<file path="src/rtl/mem_port_arbiter_pkg.sv">
// Shared types for the IF/MEM memory-port arbiter: FSM state encodings and owner select codes.
package mem_port_arbiter_pkg;

    typedef enum logic [1:0] {
        ARB_IDLE    = 2'd0,
        ARB_OWN_MEM = 2'd1,
        ARB_OWN_IF  = 2'd2
    } arb_state_e;

    typedef enum logic [1:0] {
        SEL_NONE = 2'd0,
        SEL_MEM  = 2'd1,
        SEL_IF   = 2'd2
    } owner_sel_e;

endpackage

</file>
<file path="src/rtl/arb_wait_counter.sv">
// Saturating count of consecutive cycles IF has been denied the memory port.
module arb_wait_counter #(
    parameter int unsigned MAX_WAIT = 4,
    localparam int unsigned CNT_W = $clog2(MAX_WAIT + 1)
) (
    input  logic             clk,
    input  logic             rst,
    input  logic             inc,
    input  logic             clr,
    output logic [CNT_W-1:0] count,
    output logic             at_limit
);

    assign at_limit = (count == CNT_W'(MAX_WAIT));

    always_ff @(posedge clk or posedge rst) begin
        if (rst) begin
            count <= '0;
        end else if (clr) begin
            count <= '0;
        end else if (inc && !at_limit) begin
            count <= count + CNT_W'(1);
        end
    end

endmodule

</file>
<file path="src/rtl/mem_port_arbiter.sv">
// Shares one cache/SRAM port between IF (read-only) and MEM (read/write), MEM-first with bounded IF wait.
module mem_port_arbiter
    import mem_port_arbiter_pkg::*;
#(
    parameter int unsigned ADDR_W   = 18,
    parameter int unsigned DATA_W   = 32,
    parameter int unsigned MAX_WAIT = 4
) (
    input  logic              clk,
    input  logic              rst,
    input  logic [ADDR_W-1:0] mem_addr,
    input  logic [DATA_W-1:0] mem_wdata,
    input  logic              mem_r_en,
    input  logic              mem_w_en,
    output logic [DATA_W-1:0] mem_rdata,
    output logic              mem_freeze,
    input  logic [ADDR_W-1:0] if_addr,
    input  logic              if_r_en,
    output logic [DATA_W-1:0] if_rdata,
    output logic              if_freeze,
    output logic [ADDR_W-1:0] dn_addr,
    output logic [DATA_W-1:0] dn_wdata,
    output logic              dn_r_en,
    output logic              dn_w_en,
    input  logic [DATA_W-1:0] dn_rdata,
    input  logic              dn_freeze
);

    localparam int unsigned CNT_W = $clog2(MAX_WAIT + 1);

    arb_state_e       state;
    arb_state_e       state_nxt;
    owner_sel_e       owner;
    logic             mem_req;
    logic             if_req;
    logic             wait_inc;
    logic             wait_clr;
    logic             wait_limit;
    logic [CNT_W-1:0] wait_cnt;

    assign mem_req  = mem_r_en | mem_w_en;
    assign if_req   = if_r_en;
    assign wait_inc = if_req && (owner != SEL_IF);
    assign wait_clr = (owner == SEL_IF);

    arb_wait_counter #(
        .MAX_WAIT (MAX_WAIT)
    ) u_wait_counter (
        .clk      (clk),
        .rst      (rst),
        .inc      (wait_inc),
        .clr      (wait_clr),
        .count    (wait_cnt),
        .at_limit (wait_limit)
    );

    always_ff @(posedge clk or posedge rst) begin
        if (rst) begin
            state <= ARB_IDLE;
        end else begin
            state <= state_nxt;
        end
    end

    // Owner selection, downstream mux, freeze/rdata steering; everything forced to 0 during reset.
    always_comb begin
        owner      = SEL_NONE;
        state_nxt  = ARB_IDLE;
        dn_addr    = '0;
        dn_wdata   = '0;
        dn_r_en    = 1'b0;
        dn_w_en    = 1'b0;
        mem_rdata  = '0;
        if_rdata   = '0;
        mem_freeze = mem_req;
        if_freeze  = if_req;

        unique case (state)
            ARB_IDLE: begin
                if (mem_req && if_req) owner = wait_limit ? SEL_IF : SEL_MEM;
                else if (mem_req)      owner = SEL_MEM;
                else if (if_req)       owner = SEL_IF;
            end
            ARB_OWN_MEM: if (mem_req) owner = SEL_MEM;
            ARB_OWN_IF:  if (if_req)  owner = SEL_IF;
            default:     owner = SEL_NONE;
        endcase

        if (owner == SEL_MEM) begin
            dn_addr    = mem_addr;
            dn_wdata   = mem_wdata;
            dn_w_en    = mem_w_en;
            dn_r_en    = mem_r_en && !mem_w_en;
            mem_freeze = dn_freeze;
            if (dn_freeze) state_nxt = ARB_OWN_MEM;
            else if (!mem_w_en) mem_rdata = dn_rdata;
        end else if (owner == SEL_IF) begin
            dn_addr   = if_addr;
            dn_r_en   = 1'b1;
            if_freeze = dn_freeze;
            if (dn_freeze) state_nxt = ARB_OWN_IF;
            else if_rdata = dn_rdata;
        end

        if (rst) begin
            dn_addr    = '0;
            dn_wdata   = '0;
            dn_r_en    = 1'b0;
            dn_w_en    = 1'b0;
            mem_rdata  = '0;
            if_rdata   = '0;
            mem_freeze = 1'b0;
            if_freeze  = 1'b0;
        end
    end

endmodule

</file>
<file path="config.mk">
export PLATFORM = sky130hd
export DESIGN_NAME = mem_port_arbiter
export DESIGN_NICKNAME = d
export VERILOG_FILES = /design/src/rtl/mem_port_arbiter_pkg.sv /design/src/rtl/arb_wait_counter.sv /design/src/rtl/mem_port_arbiter.sv
export SDC_FILE = /design/constraint.sdc
export NUM_CORES = 1
export LEC_CHECK = 0
export BUFFER_PORTS_ARGS = -buffer_cell sky130_fd_sc_hd__buf_2
export CORE_AREA = 2 2 87 89
export DETAILED_ROUTE_END_ITERATION = 8
export DIE_AREA = 0 0 89 91
export GPL_TIMING_DRIVEN = 1
export SYNTH_ARGS = -nofsm -noshare
export SYNTH_HDL_FRONTEND = slang
export SYNTH_SLANG_ARGS = --single-unit
</file>
<file path="constraint.sdc">
create_clock -name clk -period 2 [get_ports clk]
set_input_delay 0.3 -clock clk [delete_from_list [all_inputs] [get_ports clk]]
set_output_delay 0.3 -clock clk [all_outputs]
set_load 0.01 [all_outputs]
</file>
Word level (Yosys, flattened, before mapping)
Cells that the tools add are included.
{"block": "classes", "mux": 35, "n_reduce_logical": 8, "bitwise": 1, "add_sub_neg": 1, "eq_ne": 6}
{"cell": "2-to-1 mux 32 bit", "count": 10}
{"cell": "2-to-1 mux 18 bit", "count": 3}
{"cell": "2-to-1 mux 2 bit", "count": 7}
{"cell": "2-to-1 mux 1 bit", "count": 12}
{"cell": "2-to-1 mux 3 bit", "count": 2}
{"cell": "one-hot mux 2 bit (3 select lines)", "count": 1}
{"cell": "== test 2 x 1 -> 1 bit, second input constant", "count": 2}
{"cell": "== test 2 bit, second input constant", "count": 2}
{"cell": "logical AND 1 bit", "count": 4}
{"cell": "adder 3 x 1 -> 3 bit, second input constant", "count": 1}
{"cell": "== test 3 bit, second input constant", "count": 1}
{"cell": "zero test 1 bit", "count": 2}
{"cell": "zero test 2 bit", "count": 1}
{"cell": "!= test 2 bit, second input constant", "count": 1}
{"cell": "nonzero test 2 bit", "count": 1}
{"cell": "OR 1 bit", "count": 1}
{"block": "totals", "elab_cells": 53, "register_bits": 5, "out_inout_bits": 118}

Depth between registers and ports, before layout
{"block": "depth", "word_depth": 9, "depth_mapped": 8}

Hierarchy
Synthesis repeated with hierarchy kept, for this count alone.
{"block": "unflattened", "hier_cells": 221, "hier_area_um2": 1472.7}
{"module": "mem_port_arbiter", "n_inst": 1, "area_per_inst_um2": 1276.2, "seq_area_each_um2": 50.0, "cells_each": 202}
{"module": "arb_wait_counter", "n_inst": 1, "area_per_inst_um2": 196.4, "seq_area_each_um2": 75.1, "cells_each": 19}

Least setup slack after synthesis
Ideal clock, no wire load.
{"block": "synth_path", "kind": "register -> output", "from": "register u_wait_counter.count[0]", "to": "output port dn_addr[10]", "stages_incl_launch_ff": 9, "path_buffers": 3, "setup_slack_ns": -0.045, "arrival_ns": 1.745, "cell_sequence": "dfrtp_1 -> inv_1 -> ha_1 -> and2_0 -> buf_2 -> o311a_1 -> buf_6 -> buf_6 -> a22o_1"}
{"block": "synth_between", "elab_chain_len": 8, "elab_cells_between_ends": 9, "cone_classes": "3 x eq/ne; 6 x mux"}
{"element": "start: declaration", "line_no": "arb_wait_counter.sv:10", "source": "output logic [CNT_W-1:0] count,"}
{"element": "start signal: assignment", "line_no": "arb_wait_counter.sv:22", "source": "count <= count + CNT_W'(1);"}
{"element": "== test 3 bit (*)", "line_no": "arb_wait_counter.sv:14", "source": "assign at_limit = (count == CNT_W'(MAX_WAIT));"}
{"element": "2-to-1 mux 2 bit (*) (2 in a row)", "line_no": "mem_port_arbiter.sv:80", "source": "if (mem_req && if_req) owner = wait_limit ? SEL_IF : SEL_MEM;"}
{"element": "one-hot mux 2 bit (3 select lines) (*)", "line_no": "mem_port_arbiter.sv:78", "source": "unique case (state)"}
{"element": "== test 2 bit", "line_no": "mem_port_arbiter.sv:97", "source": "end else if (owner == SEL_IF) begin"}
{"element": "2-to-1 mux 18 bit", "line_no": "mem_port_arbiter.sv:97"}
{"element": "2-to-1 mux 18 bit (*)", "line_no": "mem_port_arbiter.sv:89", "source": "if (owner == SEL_MEM) begin"}
{"element": "2-to-1 mux 18 bit (*)", "line_no": "mem_port_arbiter.sv:105", "source": "if (rst) begin"}
{"element": "end: declaration", "line_no": "mem_port_arbiter.sv:21", "source": "output logic [ADDR_W-1:0] dn_addr,"}
Every way passes the cells marked *; elsewhere a longest branch is shown, timed or not.

Worst setup path in the final report
{"block": "layout_path", "from": "register u_wait_counter.count[1]", "to": "output port dn_addr[3]"}
Same word-level chain as after synthesis.

==> flow_metrics.env <==
export IMPL_timing_critical_path_max_delay_family="buffers and inverters"
export IMPL_rr_worst_depth=8
export IMPL_grt_antenna_before_repair=0
export IMPL_synthesis_stage_register_bit_count=5
export IMPL_core_rowCount=31
export IMPL_area_of_the_mapped_netlist_um2=1300
export IMPL_number_of_global_route_vias_before_repair=2159
export IMPL_report_final_slew_viol_count=0
export IMPL_dpl_worst_slack_ns=-0.0965
export IMPL_antenna_cells=0
export IMPL_power_total_mw=1.54
export IMPL_timing_final_ws_setup_ns=-0.246
export IMPL_total_leakage_power_nw=1.88
export IMPL_vias=2391
export IMPL_die_w_um=89
export IMPL_failed_checks="setup timing"
export IMPL_grt_overflow_total=0
export IMPL_final_hold_violation_count=0
export IMPL_grtUsageTotal=0.156
export IMPL_r2r_end="state[1]"
export IMPL_multi_input_area_um2=1360
export IMPL_place_port_buffers=223
export IMPL_wire_length_of_the_first_global_routing_pass_um=9970
export IMPL_core_area_um2=7140
export IMPL_synth_seq_area_share=0.0963
export IMPL_cts_root_buf="clkbuf_8"
export IMPL_syn_area_per_cell_um2=6.46
export IMPL_drtPass1Iterations=4
export IMPL_synth_top_cells_by_area="nor2_1 (19%), and2_1 (16%), nand2b_1 (15%), a22o_1 (12%), dfrtp_1 (9.6%)"
export IMPL_detail_route_vias_per_cell=4.40
export IMPL_critical_path_reg2reg_startpoint="u_wait_counter.count[1]"
export IMPL_tritoncts_clock_tree="built"
export IMPL_cts_htree_levels=1
export IMPL_grt_max_degree=37
export IMPL_drive_above_1_share=0.741
export IMPL_status="finished with violations"
export IMPL_area_growth_syn_to_layout_pct=177
export IMPL_critPathCaptureType="output port"
export IMPL_sequential_cell_area_um2=125
export IMPL_crit_fanout=6
export IMPL_antenna_left=0
export IMPL_remaining_drc_errors=0
export IMPL_numCtsBuffers=3
export IMPL_final_period_utilization=1.12
export IMPL_crit_slowest_cell="a2111oi_4"
export IMPL_synth_lib_cells_used_distinct=31
export IMPL_report_final_setup_viol=117
export IMPL_mostFrequentLayoutCells="buf_2 (169), buf_6 (61), nand2b_1 (32)"
export IMPL_start_util=0.182
export IMPL_cp_slowest_stage_delay_ns=0.35
export IMPL_clk_latency_ns=0.22
export IMPL_fmaxAchievable_mhz=445
export IMPL_dieArea_um2=8100
export IMPL_total_nets_final=553
export IMPL_final_core_utilization=0.504
export IMPL_critPathLaunchType="flip-flop"
export IMPL_place_detailed_instances=521
export IMPL_io_pins=224
export IMPL_synthesis_warnings=0
export IMPL_crit_path_cell_trace="inv_1, ha_2, and2_4, a2111oi_4, buf_6, clkbuf_16, a22o_1, buf_2"
export IMPL_post_cts_hold_buffer_count=0
export IMPL_clkSinkCount=5
export IMPL_critical_path_n_buffers_inverters=4
export IMPL_place_detailed_hpwl_um=5130
export IMPL_die_height_um=91
export IMPL_path_clk_slew_ns=0.04
export IMPL_power_density_nw_per_um2=428
export IMPL_worst_setup_path_type="reg2out"
export IMPL_fin_crit_ns=2.25
export IMPL_worst_r2r_setup_slack_ns=0.17
export IMPL_synth_largest_area_cell="nor2_1"
export IMPL_drt_first_iter_violations=53
export IMPL_place_gp_congestion=0.782
export IMPL_crit_required_ns=1.70
export IMPL_worstHoldPathType="in2async"
export IMPL_synthDominantCellAreaShare=0.191
export IMPL_max_slew_margin=0.704
export IMPL_stdcell_count=543
export IMPL_rsz_0062_raised_after_global_routing="yes"
export IMPL_irDropWorstVdd_uv=213
export IMPL_clock_tree_buffer_depth=2
export IMPL_wirelength_um=8070
export IMPL_final_common_cell="buf_2"
export IMPL_nFillCells=690
export IMPL_synthesis_nets=309
export IMPL_syn_inst=201
export IMPL_finClkSkew_ns=0.00375
export IMPL_worst_pin_slew_ns=0.443
export IMPL_wl_per_cell_um=14.9
export IMPL_cap_violations=0
export IMPL_arrival_ns=1.95
-- area by class of cell --
| cell class | count | share of cell area |
|---|---|---|
| clock buffer | 4 | 0.0125 |
| inverter | 3 | 0.00313 |
| multi-input combinational | 175 | 0.379 |
| sequential | 5 | 0.0348 |
| tap | 99 | 0.0344 |
| timing repair buffer | 257 | 0.537 |
-- where the power goes --
group	leakage, nW	internal (mW)	switching, mW
combinational	1.79	0.661	0.527
clock	0.0228	0.137	0.0517
sequential	0.0630	0.136	0.0259
total	1.88	0.934	0.604
-- worst register-to-register path: cells and delay by family, from the launching register on --
family	cells	cell delay, ns
fa+ha+maj	1	0.19
buf+inv	4	0.46
flops	1	0.34
simple gates	3	0.72
-- per-stage QoR --
stage | cell area, µm² | setup TNS, ns | hold WS [ns]
floorplan | 1300 | 0 | 0.110
global placement | 2590 | -2.16 | 0.365
detailed placement | 2590 | -4.26 | 0.368
CTS | 2940 | -20.84 | 0.131
global route | 3600 | -29.09 | 0.153
finish | 3600 | -19.40 | 0.135
-- how the worst max path moves through the flow --
stage,from,to,slack [ns],cells past startpoint
final,u_wait_counter.count[1],dn_addr[3],-0.25,8
after global routing,u_wait_counter.count[1],dn_addr[9],-0.33,8
after CTS,u_wait_counter.count[0],dn_wdata[8],-0.28,8
after detailed placement,u_wait_counter.count[0],dn_addr[9],-0.1,7
after global placement,u_wait_counter.count[0],dn_addr[9],-0.06,7
after floorplan,u_wait_counter.count[0],dn_addr[10],0.02,8
-- registers in the layout (all words and copies together), names as in the netlist --
signal	cells
state	2
u_wait_counter.count	3
-- cells by family (layout without fill, tap and decap cells) --
logic type      after synthesis  after routing  share of synthesized area
compound gates               31             31                      0.213
xor+xnor                      1              1                    0.00674
fa+ha+maj                     2              2                     0.0193
buf+inv                      21            264                      0.110
flops                         5              5                     0.0963
mux                           1              1                    0.00771
simple gates                140            140                      0.547
-- per-layer routing --
metal	track usage	wire (µm)	vias to the layer above
met2	0.306	4290	140
li1	-	-	1149
met3	0.0255	728	10
met1	0.172	2970	1092
met5	0	0	-
met4	0.0261	75	0
-- synthesized netlist by cell type, drive strengths merged --
| cell | instances |
|---|---|
| nor2 | 66 |
| and2 | 34 |
| nand2b | 32 |
| a22o | 18 |
| buf | 11 |
| clkbuf | 7 |
| dfrtp | 5 |
| a21oi | 4 |
| a211oi | 3 |
| inv | 3 |
| ha | 2 |
| nand2 | 2 |
| a2111oi | 1 |
| a211o | 1 |
| a21boi | 1 |
| and3 | 1 |
| and4b | 1 |
| mux2i | 1 |
| nor2b | 1 |
| nor3 | 1 |
| o21ai | 1 |
| o311a | 1 |
| o311ai | 1 |
| or3 | 1 |
| or3b | 1 |
| xnor2 | 1 |
-- repair_timing --
item                                   CTS  global route
pin swaps                                5            26
endpoints found under the hold margin    0             0
gates cloned                             6             4
resized for setup                       20           149
setup endpoints to repair              117           118
setup buffers                            9             3
(Power assumes the default switching activity.)
